### src/rtl/fsm_updown_counter.sv
// Bidirectional loadable counter over 0..MAX: wraps or saturates at the range ends,
// flags the ends combinationally and pulses wrap for one cycle after a wrap-around step.
module fsm_updown_counter #(
    parameter int unsigned WIDTH    = 3,
    parameter int unsigned MAX      = (1 << WIDTH) - 1,
    parameter bit          SATURATE = 1'b0
) (
    input  logic             clk,
    input  logic             reset_n,
    input  logic             en,
    input  logic             up,
    input  logic             load,
    input  logic [WIDTH-1:0] load_val,
    output logic [WIDTH-1:0] num,
    output logic             at_max,
    output logic             at_min,
    output logic             wrap
);

    localparam logic [WIDTH-1:0] MAX_V = WIDTH'(MAX);
    localparam logic [WIDTH-1:0] ONE_V = WIDTH'(1);

    logic [WIDTH-1:0] num_q, num_d;
    logic             wrap_q, wrap_d;
    logic             illegal;
    logic             load_over;

    // With a full-range MAX no value can exceed it, so the comparators are not built.
    generate
        if (MAX_V != '1) begin : g_partial_range
            assign illegal   = (num_q > MAX_V);
            assign load_over = (load_val > MAX_V);
        end else begin : g_full_range
            assign illegal   = 1'b0;
            assign load_over = 1'b0;
        end
    endgenerate

    always_comb begin
        num_d  = num_q;
        wrap_d = 1'b0;
        if (load) begin
            num_d = load_over ? MAX_V : load_val;
        end else if (illegal) begin
            num_d = '0;
        end else if (en) begin
            if (up) begin
                if (num_q == MAX_V) begin
                    if (SATURATE) begin
                        num_d = MAX_V;
                    end else begin
                        num_d  = '0;
                        wrap_d = 1'b1;
                    end
                end else begin
                    num_d = num_q + ONE_V;
                end
            end else begin
                if (num_q == '0) begin
                    if (SATURATE) begin
                        num_d = '0;
                    end else begin
                        num_d  = MAX_V;
                        wrap_d = 1'b1;
                    end
                end else begin
                    num_d = num_q - ONE_V;
                end
            end
        end
    end

    always_ff @(posedge clk or negedge reset_n) begin
        if (!reset_n) begin
            num_q  <= '0;
            wrap_q <= 1'b0;
        end else begin
            num_q  <= num_d;
            wrap_q <= wrap_d;
        end
    end

    assign num    = num_q;
    assign wrap   = wrap_q;
    assign at_max = (num_q == MAX_V);
    assign at_min = (num_q == '0);

endmodule

### config.mk
export PLATFORM = sky130hd
export DESIGN_NAME = fsm_updown_counter
export DESIGN_NICKNAME = d
export VERILOG_FILES = /design/src/rtl/fsm_updown_counter.sv
export SDC_FILE = /design/constraint.sdc
export NUM_CORES = 1
export LEC_CHECK = 0
export CORE_AREA = 2 2 39 41
export DETAILED_ROUTE_END_ITERATION = 10
export DIE_AREA = 0 0 41 43
export HOLD_SLACK_MARGIN = 0.03
export RECOVER_POWER = 50
export SLEW_MARGIN = 20
export SYNTH_ARGS = -nofsm -noshare
export SYNTH_HDL_FRONTEND = slang
export SYNTH_SLANG_ARGS = --single-unit
### constraint.sdc
create_clock -name clk -period 2 [get_ports clk]
set_input_delay 0.6 -clock clk [delete_from_list [all_inputs] [get_ports clk]]
set_output_delay 0.6 -clock clk [all_outputs]
set_load 0.05 [all_outputs]
Word-level counts from Yosys, hierarchy flattened
Index checks and enable logic that the tools add are counted.

Add/sub/neg operators: 2. Equal/unequal tests: 1. Mux-type cells: 10. Reductions and logical operators: 2.

Operators by type and width (number): 3-bit two-way mux (5); 1-bit two-way mux (5); 3-bit by 1-bit adder with 3-bit output, second input constant (1); 3-bit equality test, second input constant (1); 3-bit logical NOT (1); 3-bit by 1-bit subtractor with 3-bit output, second input constant (1); 2-bit nonzero test (1).

Register bits after elaboration: 4. Bits of input ports: 8. Output and inout bits: 6. Logic and storage cells: 17.

Longest topological paths before layout
Depth after elaboration: 5. Depth in mapped cells: 5. Mapped depth without buffers: 5.

Worst setup path before layout
Ideal clock, no wire load.

Path type: flip-flop to output port. From: reg num_q[0], in the netlist num[0]. To: out at_max. Arrival time: 1356 ps. Required time: 1400 ps. Path slack: 44 ps. Stages on the path, launching flop included: 3. Buffers on the path: 0. Path through: dfrtp_1 > ha_1 > ha_1.

Cells in the longest elaborated chain, start to end: 1.

RTL lines: start, declared (line 23) `logic [WIDTH-1:0] num_q, num_d;`; start signal, assigned (line 78) `num_q <= num_d;`; 3-bit equality test (line 85) `assign at_max = (num_q == MAX_V);`; end, declared (line 15) `output logic at_max,`.

No other way between the ends.

Final worst setup path
From: reg num_q[0], in the netlist num[0]. To: out at_min.

Cells in the longest elaborated chain, start to end: 1.

RTL lines: 3-bit logical NOT (line 86) `assign at_min = (num_q == '0);`; end, declared (line 16) `output logic at_min,`.

No other way between the ends.

==> results.txt <==
- Outcome: finished, final reports clean
- In this run the worst hold path is classified as reg -> reg.
* Core area: 1380 µm²
- In this run the static leakage power is 0.209 nW.
* Storage cell area: 101 µm²
* Final wirelength: 665 µm
- In this run the vertical extent of the chip is 43 µm.
* Synthesized net count: 42
* Synthesized cell area: 282 µm²
- Total global-route track usage: 0.0955
- The worst setup path is of the reg -> out kind.
- Once detailed placement completed, the half-perimeter wirelength came to 523 µm.
* CTS resizes: 0
- The share of the Yosys chip area taken by registers is 0.356.
- The die covers 1760 µm².
- The share of total power dissipated in sequential elements is 0.287.
* Count of port buffers added during placement: 13
* Area taken by multi-input logic gates: 174 µm²
- Root cell of the clock tree: sky130_fd_sc_hd__clkbuf_4
- Measured in cells, the most critical reg-to-reg path has a length of 5.
* Final routed wire length divided by cell count: 10.7 µm
* Clk_skew: 6.41 ps
- Post-cts hold buffer count: 0
- For this run, the detailed router's first-pass iteration total came to 2.
- Period utilisation layout: 0.945
* Number of post-CTS setup repair buffers: 0
- In this design, the stage delay of the slowest critical-path cell is 390 ps.
* Number of clock buffers inserted by TritonCTS: 3
- Switching power of the nets: 0.000135 W
* Iteration-0 DRC count of the detailed router: 3
* Depth of the worst hold-timing path: 2
- PnR Total Power: 0.000359 W
- In the final layout, the share of cells above drive strength 1 is 0.217.
- The number of max-slew violations in the final report is 0.
* Number of vias per cell: 4.31
- Die Span X: 41 µm
- Worst-Skew Late Latency: 240 ps
- No sink is reached through more buffers than the 2 on the longest clock path.
* Synth cell types: 16
- Proportion of total power due to net switching: 0.376
- Combinational power share: 0.427
- The number of antenna violations at the first check in global routing came to 0.
- Dividing the synthesized area by the synthesized cell count gives 9.38 µm².
- Setup violations remaining at the end of the flow were counted as 0.
- Effective utilization at floorplan: 0.203
* H-tree lvl count: 1
* Maximum clock frequency: 529 MHz
* Worst slew margin: 0.607
- Cell internal power was estimated by the tool at 0.000224 W.
- The repair_antennas step left the layout with diodes totalling 0.
- Data arrival time at the worst-slack endpoint: 1290 ps
* Maximum resistive drop on vdd: 0.198 mV
* TritonCTS clock tree: done
* Warning count from the yosys run: 0
- Walking the worst path, the cells encountered are inv_1 > ha_1 > and2b_2 > buf_12.
* Maximum number of pins on one net before global-route repair: 8
- In the routed design, unresolved DRC markers number 0.
* Hold Violations, Final: 0
- Along the worst path, the maximum fanout reaches 5.
* Count of fill cells added during filler insertion: 144
- Setup total negative slack on the finished layout was measured at 0 ps.
* Part of the total power dissipated in the clock network: 0.286
* Power density over the cells: 778 nW/µm²
- The worst setup path is captured at a primary output.
* Clock edge transition at the registers on the reported setup and hold paths: 40 ps
- After global routing the overflow that remains totals 0.
- Nets@finish: 60
- At the pin with the least slew margin, the transition time is 592 ps.
* Wire length of the first global-routing pass: 1040 µm
- Critical Path Start Type: register
* Leading cell type in the layout, fill and taps excluded: sky130_fd_sc_hd__clkdlybuf4s50_1
* Post-route minimum period: 1890 ps
- For this design the top-level I/O count stands at 14.
* Synth Register Bits: 4
- Vias: 267
- Commonest cells after routing, fill and taps aside: 5 x sky130_fd_sc_hd__clkdlybuf4s50_1, 4 x sky130_fd_sc_hd__o21ai_0, 4 x sky130_fd_sc_hd__ha_1
- Final weighted congestion in routability-driven placement: 0.700
- RSZ-0062 raised after global routing: no
* Via count of the first global-routing pass: 250
* Growth of design area from synthesis to finish: 64.0%
- # rows: 14
- Worst path slowest cell: sky130_fd_sc_hd__dfrtp_2
- Clock sink count: 4
* Max Cap Violations: 0
- Synthesis produced 30 cells.
- Required @ worst endpoint: 1400 ps
- Post-detailed-route count of antenna-violating nets: 0
-- cell type report --
cell class                 instances  area share
clock buffer                       3      0.0488
multi-input combinational         24       0.377
timing repair buffer              13       0.295
sequential                         4       0.220
inverter                           2      0.0163
tap                               16      0.0434
-- synthesized netlist by cell type (all sizes together) --
cell type / n / area (µm²)
or3: 1 / 6.26
inv: 2 / 7.51
a22oi: 1 / 7.51
nor3b: 1 / 7.51
mux2i: 2 / 20.0
a21oi: 2 / 10.0
xnor2: 1 / 8.76
nor2: 2 / 7.51
dfrtp: 4 / 100
ha: 4 / 50.1
o21ai: 4 / 20.0
nor2b: 1 / 6.26
nand2: 2 / 7.51
and2b: 1 / 8.76
nand2b: 1 / 6.26
o31ai: 1 / 7.51
-- logic make-up after synthesis --
logic type | share of synthesized area
compound gates | 0.160
buf+inv | 0.0267
simple gates | 0.178
mux | 0.0711
fa+ha+maj | 0.178
xor+xnor | 0.0311
flops | 0.356
-- worst max-delay path, delay by kind of cell, from the launching register on --
family / cells / cell delay [ps]
DFF: 1 / 390
adders and majority gates: 1 / 200
buffers and inverters: 2 / 230
and+or+nand+nor: 1 / 220
-- stage by stage --
stage                     worst slack (ps)  hold slack [ps]  cells   util  instance area [µm²]
after detailed placement               300              622     59  0.319                  442
after CTS                             47.1              561     62  0.335                  464
after floorplan                       44.4              304     30      -                  282
final                                  109              611     62  0.334                  462
after global placement                 313              622     59  0.319                  442
after global routing                  15.7              633     62  0.334                  462
-- path summary, 6_finish.rpt --
kind	startpoint	endpoint	slack, ps
worst max-delay path	num[0]	at_min	110
worst min-delay path	num[0]	num[0]	610
worst max register to register	num[0]	num[0]	610
worst min register to register	num[0]	num[0]	610
max in group asynchronous	reset_n	num[0]	1180
min in group asynchronous	reset_n	num[2]	630
-- power groups by stage --
stage,combinational [W],sequential [W],clock (W)
finish,0.000153,0.000103,0.000103
global route,0.000167,0.000106,0.000110
CTS,0.000157,0.000104,0.000104
detailed placement,0.000157,0.000104,0
global placement,0.000155,0.000104,0
floorplan,0.0000634,0.000132,0
-- registers in the layout (all words and copies together), names as in the netlist --
signal and flops:
num 3, wrap 1
-- layer usage --
metal | track usage | share of wire | up-vias
li1 | - | - | 137
met1 | 0.103 | 0.38 | 122
met2 | 0.141 | 0.55 | 8
met3 | 0.0157 | 0.062 | 0
met4 | 0.100 | 0 | 0
met5 | 0 | 0 | -
No activity file was read; power rests on OpenSTA's default activity.
